File: config.mk
export PLATFORM = sky130hd
export DESIGN_NAME = apb_master_ctrl
export DESIGN_NICKNAME = d
export VERILOG_FILES = /design/src/rtl/apbm_pkg.sv /design/src/rtl/apbm_watchdog.sv /design/src/rtl/apb_master_ctrl.sv
export SDC_FILE = /design/constraint.sdc
export NUM_CORES = 1
export LEC_CHECK = 0
export CAP_MARGIN = 20
export CORE_ASPECT_RATIO = 1.5
export CORE_MARGIN = 4
export CORE_UTILIZATION = 40
export DETAILED_ROUTE_END_ITERATION = 6
export PLACE_DENSITY = 0.81
export SYNTH_ARGS = -nofsm -noshare
export SYNTH_HDL_FRONTEND = slang
export SYNTH_HIERARCHICAL = 1
export SYNTH_SLANG_ARGS = --single-unit
export TNS_END_PERCENT = 5
File: constraint.sdc
create_clock -name apb_clk -period 2.05 [get_ports apb_clk]
set_clock_uncertainty 0.1 [all_clocks]
set_input_delay 0.41 -clock apb_clk [delete_from_list [all_inputs] [get_ports apb_clk]]
set_output_delay 0.41 -clock apb_clk [all_outputs]
set_load 0.005 [all_outputs]
File: src/rtl/apbm_pkg.sv
// apbm_pkg: shared definitions for the APB requester (apb_master_ctrl).
//   - apbm_state_e : FSM state encoding (IDLE, FETCH, LOAD, SETUP, ACCESS, RESP)
//   - DEF_WIDTH / DEF_ADDRBITS : default APB data and address widths
//   - wr_bit/addr_msb/addr_lsb/data_msb/data_lsb : field offsets inside a
//     request word laid out as {wr, addr, wdata}
package apbm_pkg;

   typedef enum logic [2:0] {
      IDLE   = 3'd0,
      FETCH  = 3'd1,
      LOAD   = 3'd2,
      SETUP  = 3'd3,
      ACCESS = 3'd4,
      RESP   = 3'd5
   } apbm_state_e;

   localparam int DEF_WIDTH    = 32;
   localparam int DEF_ADDRBITS = 16;

   // Request word: write flag on top, address in the middle, data at the bottom.
   function automatic int wr_bit(input int width, input int addrbits);
      return width + addrbits;
   endfunction

   function automatic int addr_msb(input int width, input int addrbits);
      return width + addrbits - 1;
   endfunction

   function automatic int addr_lsb(input int width);
      return width;
   endfunction

   function automatic int data_msb(input int width);
      return width - 1;
   endfunction

   function automatic int data_lsb();
      return 0;
   endfunction

endpackage

File: src/rtl/apbm_watchdog.sv
// apbm_watchdog: ACCESS-phase wait-state counter for apb_master_ctrl.
// Only instantiated when APBM_TIMEOUT_EN is defined.
// Ports:
//   apb_clk  in  clock
//   reset    in  async active-low reset
//   active   in  requester is in its ACCESS state
//   pready   in  APB ready from the completer
//   expired  out the current ACCESS cycle must abort (count==TIMEOUT, no pready)
module apbm_watchdog #(
   parameter int TIMEOUT = 255
) (
   input  logic apb_clk,
   input  logic reset,
   input  logic active,
   input  logic pready,
   output logic expired
);

   localparam logic [7:0] LIMIT = 8'(TIMEOUT);

   logic [7:0] count;

   // Held at zero outside ACCESS, so each transfer starts counting from zero.
   // The counter stops at LIMIT; the abort moves the FSM out of ACCESS anyway.
   always_ff @(posedge apb_clk or negedge reset) begin
      if (!reset) begin
         count <= '0;
      end else if (!active) begin
         count <= '0;
      end else if (!pready && (count != LIMIT)) begin
         count <= count + 8'd1;
      end
   end

   // pready in the limit cycle wins: the transfer completes normally.
   assign expired = active && !pready && (count == LIMIT);

endmodule

File: src/rtl/apb_master_ctrl.sv
// apb_master_ctrl: APB requester that drains a request FIFO, replays each
// entry as one APB SETUP/ACCESS transfer and pushes read data into a
// response FIFO. Writes produce no response.
// Optional feature macro: APBM_TIMEOUT_EN (ACCESS-phase timeout with a
// sticky timeout_err flag; rsp_data = all ones for an aborted read).
// Ports:
//   apb_clk, reset         clock, async active-low reset
//   req_empty/req_data     request FIFO status and head {wr, addr, wdata}
//   req_ren                request FIFO pop strobe
//   rsp_full               response FIFO full
//   rsp_wen/rsp_data       response FIFO push strobe and read data
//   psel/penable/pwrite    APB control
//   paddr/pwdata/prdata    APB address and data
//   pready                 APB ready
//   busy                   FSM not in IDLE
//   timeout_err            sticky abort flag
//
// Handshakes: the request FIFO is popped by a one-cycle req_ren pulse and its
// head is valid in the following cycle; an APB transfer completes in the
// ACCESS cycle where psel && penable && pready; a response is accepted in the
// cycle where rsp_wen is high, which only happens while rsp_full is low.
module apb_master_ctrl
   import apbm_pkg::*;
#(
   parameter int WIDTH    = DEF_WIDTH,
   parameter int ADDRBITS = DEF_ADDRBITS,
   parameter int TIMEOUT  = 255
) (
   input  logic                      apb_clk,
   input  logic                      reset,
   input  logic                      req_empty,
   input  logic [WIDTH+ADDRBITS:0]   req_data,
   output logic                      req_ren,
   input  logic                      rsp_full,
   output logic                      rsp_wen,
   output logic [WIDTH-1:0]          rsp_data,
   output logic                      psel,
   output logic                      penable,
   output logic                      pwrite,
   output logic [ADDRBITS-1:0]       paddr,
   output logic [WIDTH-1:0]          pwdata,
   input  logic [WIDTH-1:0]          prdata,
   input  logic                      pready,
   output logic                      busy,
   output logic                      timeout_err
);

   localparam int WR_BIT = wr_bit(WIDTH, ADDRBITS);
   localparam int A_MSB  = addr_msb(WIDTH, ADDRBITS);
   localparam int A_LSB  = addr_lsb(WIDTH);
   localparam int D_MSB  = data_msb(WIDTH);
   localparam int D_LSB  = data_lsb();

   apbm_state_e state_q, state_d;

   logic                cmd_wr;
   logic [ADDRBITS-1:0] cmd_addr;
   logic [WIDTH-1:0]    cmd_wdata;
   logic                expired;

`ifdef APBM_TIMEOUT_EN
   apbm_watchdog #(.TIMEOUT(TIMEOUT)) u_watchdog (
      .apb_clk (apb_clk),
      .reset   (reset),
      .active  (state_q == ACCESS),
      .pready  (pready),
      .expired (expired)
   );

   always_ff @(posedge apb_clk or negedge reset) begin
      if (!reset) begin
         timeout_err <= 1'b0;
      end else if (expired) begin
         timeout_err <= 1'b1;
      end
   end
`else
   logic unused_timeout;
   assign unused_timeout = (TIMEOUT != 0);
   assign expired        = 1'b0;
   assign timeout_err    = 1'b0;
`endif

   always_ff @(posedge apb_clk or negedge reset) begin
      if (!reset) begin
         state_q <= IDLE;
      end else begin
         state_q <= state_d;
      end
   end

   // Next state plus strobes. All outputs decode state_q only (rsp_wen also
   // looks at rsp_full), so psel/penable cannot glitch.
   always_comb begin
      state_d = state_q;
      req_ren = 1'b0;
      psel    = 1'b0;
      penable = 1'b0;
      rsp_wen = 1'b0;
      busy    = (state_q != IDLE);
      case (state_q)
         IDLE: begin
            if (!req_empty) state_d = FETCH;
         end
         FETCH: begin
            req_ren = 1'b1;
            state_d = LOAD;
         end
         LOAD: begin
            state_d = SETUP;
         end
         SETUP: begin
            psel    = 1'b1;
            state_d = ACCESS;
         end
         ACCESS: begin
            psel    = 1'b1;
            penable = 1'b1;
            if (pready || expired) state_d = cmd_wr ? IDLE : RESP;
         end
         RESP: begin
            if (!rsp_full) begin
               rsp_wen = 1'b1;
               state_d = IDLE;
            end
         end
         default: state_d = IDLE;
      endcase
   end

   // Command registers are only written in LOAD, so the APB address/data
   // stay put from SETUP to the end of ACCESS and do not toggle while idle.
   always_ff @(posedge apb_clk or negedge reset) begin
      if (!reset) begin
         cmd_wr    <= 1'b0;
         cmd_addr  <= '0;
         cmd_wdata <= '0;
      end else if (state_q == LOAD) begin
         cmd_wr    <= req_data[WR_BIT];
         cmd_addr  <= req_data[A_MSB:A_LSB];
         cmd_wdata <= req_data[D_MSB:D_LSB];
      end
   end

   // Read data is captured on completion and held after the push. An aborted
   // read returns all ones so the requester side sees a recognisable value.
   always_ff @(posedge apb_clk or negedge reset) begin
      if (!reset) begin
         rsp_data <= '0;
      end else if ((state_q == ACCESS) && !cmd_wr) begin
         if (pready) begin
            rsp_data <= prdata;
         end else if (expired) begin
            rsp_data <= {WIDTH{1'b1}};
         end
      end
   end

   assign pwrite = cmd_wr;
   assign paddr  = cmd_addr;
   assign pwdata = cmd_wdata;

endmodule

==> impl_metrics.py <==
metrics = {
    "timing": {
        "hold_viol_final": 0,
        "tns_ns": 0,
        "drv_slew": 0,
        "rsz0062_at_grt": "no",
        "fmax_mhz": 511,
        "finalCriticalPeriod_ns": 1.96,
        "period_share_pct": 95.5,
        "finalSetupViolations": 0,
    },
    "routing": {
        "drt_first_iter_violations": 49,
        "wire_per_inst_um": 17.0,
        "dr_total_vias": 2288,
        "routed_wirelength_mm": 8.27,
        "ant_nets": 0,
        "drcViolationCount": 0,
        "firstDrtPassIters": 3,
        "viasPerCell": 4.71,
    },
    "cells_and_area": {
        "antenna_cells": 0,
        "mostFrequentLayoutCells": "clkdlybuf4s50_1 (165), dfrtp_1 (83), mux2_2 (49)",
        "drive_gt1_share_pct": 28.6,
        "finalInstanceArea_um2": 5550,
        "fin_nets": 462,
        "fin_cells": 486,
        "mostFrequentLayoutCell": "clkdlybuf4s50_1",
        "fillers": 586,
        "synthToLayoutAreaGrowth_pct": 65.4,
    },
    "placement": {
        "place.gp.congestion": 0.715,
        "dp_hpwl_mm": 6.30,
        "dp_cells": 468,
        "portBuffers": 171,
        "post_dp_cell_area_um2": 5210,
    },
    "global_route": {
        "antenna_found_initial": 0,
        "grt_overflow": 0,
        "grt_max_degree": 34,
        "track_usage_pct": 17.1,
        "first_global_vias": 2584,
        "grt_pass1_wl_mm": 12.8,
    },
    "die": {
        "dieHeight_um": 120,
        "start_util_pct": 41.4,
        "io_pins": 173,
        "rows": 40,
        "fp.dieW_um": 82.8,
        "die_area_um2": 9950,
        "core_um2": 8110,
    },
    "yosys": {
        "syn_area_per_cell_um2": 17.2,
        "yosys_warnings": 6,
        "syn_area_um2": 3360,
        "syn_inst": 195,
        "seq_area_frac_synth_pct": 62.6,
        "synth_cell_types": 22,
        "synth_seq_cells": 84,
        "synthesis.nets": 281,
    },
    "clock_network": {
        "htree_levels": 3,
        "cts_sinks": 84,
        "cts_buffer_depth": 2,
        "clkTransAtPathRegs_ns": 0.06,
        "cts_buffers": 9,
        "cts_tree": "built",
        "clock_latency_ns": 0.33,
        "cts.root.buffer_cell": "clkbuf_16",
    },
    "setup_path": {
        "critPathArrivalTime_ns": 1.45,
        "endpoint_kind": "output pin",
        "crit_type": "reg -> out",
        "cp_max_fo": 5,
        "cp-start-kind": "flip-flop",
        "cp_data_required_time_ns": 1.54,
    },
    "power": {
        "cellLeakagePower_uw": 0.00244,
        "ir_drop_uv": 887,
        "p_per_area_nw_per_um2": 1530,
    },
    "run": {
        "maxCapViolCount": 0,
    },
    "worst_hold_path": {
        "hold_path_class": "reg -> reg",
    },
    "run_status": {
        "outcome": "finished, final reports clean",
    },
}
==> flip-flops by register name, indices dropped and copies added, names as in the netlist <==
name	cells
rsp_data	32
state_q	3
paddr	16
pwrite	1
pwdata	32
==> report_power, final <==
part | total (uW) | leakage, uW | internal (uW) | switching [uW]
logic | 3820 | 0.00129 | 2720 | 1100
clock network | 1730 | 0.000144 | 1070 | 656
registers | 2970 | 0.00100 | 2520 | 456
==> metrics by stage <==
step	worst slack [ns]	utilization, %	hold WS, ns	power, uW
after floorplan	0.492	-	0.0144	4600
after global placement	-0.118	64.3	0.213	6750
after detailed placement	-0.0989	64.3	0.211	6880
after CTS	0.0299	68.3	0.407	8620
after global routing	0.00544	68.5	0.418	9040
final	0.0917	68.5	0.402	8520
==> what timing repair did <==
item                                    CTS  global route
gates resized for setup                   6             1
endpoints found under the setup margin    5             1
hold endpoints to repair                 18             0
buffers inserted                          0             1
hold buffers                              1             0
==> cell families (layout without fill, tap and decap cells) <==
group | Yosys count | after routing | synth area share [%]
DFF | 84 | 84 | 62.6
muxes | 81 | 81 | 30.4
and+or+nand+nor | 12 | 12 | 3.13
AOI/OAI and AO/OA | 5 | 5 | 0.746
buffers and inverters | 12 | 198 | 2.95
other | 1 | 1 | 0.112
==> Yosys cell counts <==
cell type  count  area [um2]
a21oi_1        2        10.0
and2_1         1        6.26
buf_2          1        5.00
buf_4          6        45.0
buf_6          4        45.0
conb_1         1        3.75
dfrtp_1       84        2100
inv_1          1        3.75
mux2_1         3        33.8
mux2_2        49         552
mux2_4        29         435
nand3_1        1        5.00
nand3b_1       1        7.51
nand3b_4       1        20.0
nand4b_1       1        8.76
nor2_1         1        3.75
nor3b_1        2        15.0
nor3b_4        1        18.8
o21ai_0        3        15.0
or2_2          1        6.26
or2b_1         1        7.51
or3_1          1        6.26
==> final cells by class <==
class / count / area, um2 / share of cell area [%]
inverter: 1 / 3.75 / 0.0676
sequential: 84 / 2100 / 37.9
clock buffer: 9 / 225 / 4.06
clock inverter: 7 / 98.8 / 1.78
multi-input combinational: 99 / 1160 / 20.8
tap: 105 / 131 / 2.37
timing repair buffer: 181 / 1830 / 33.0
==> critical path, stage by stage (launching register included) <==
cell             delay (ns)
dfrtp_1                0.39
buf_4                  0.16
or3_1                  0.36
clkdlybuf4s15_1        0.22
==> path summary, 6_finish.rpt <==
kind,start,to,slack (ns),depth (start not counted)
max reg2reg,state_q[2],rsp_data[31],0.40,5
min,pwdata[25],pwdata[25],0.40,1
min in group asynchronous,reset,paddr[8],0.41,2
min reg2reg,pwdata[25],pwdata[25],0.40,1
max,state_q[2],busy,0.09,3
max in group asynchronous,reset,state_q[0],0.91,3
==> per-layer routing <==
metal  global-route usage (%)  share of wire (%)  vias up
li1                         -                  -     1044
met1                     18.4                 35     1118
met2                     29.5                 53      109
met3                     5.51                9.6       17
met4                     7.98                3.0        0
met5                        0                  0        -
No activity file was read; power rests on OpenSTA's default activity.
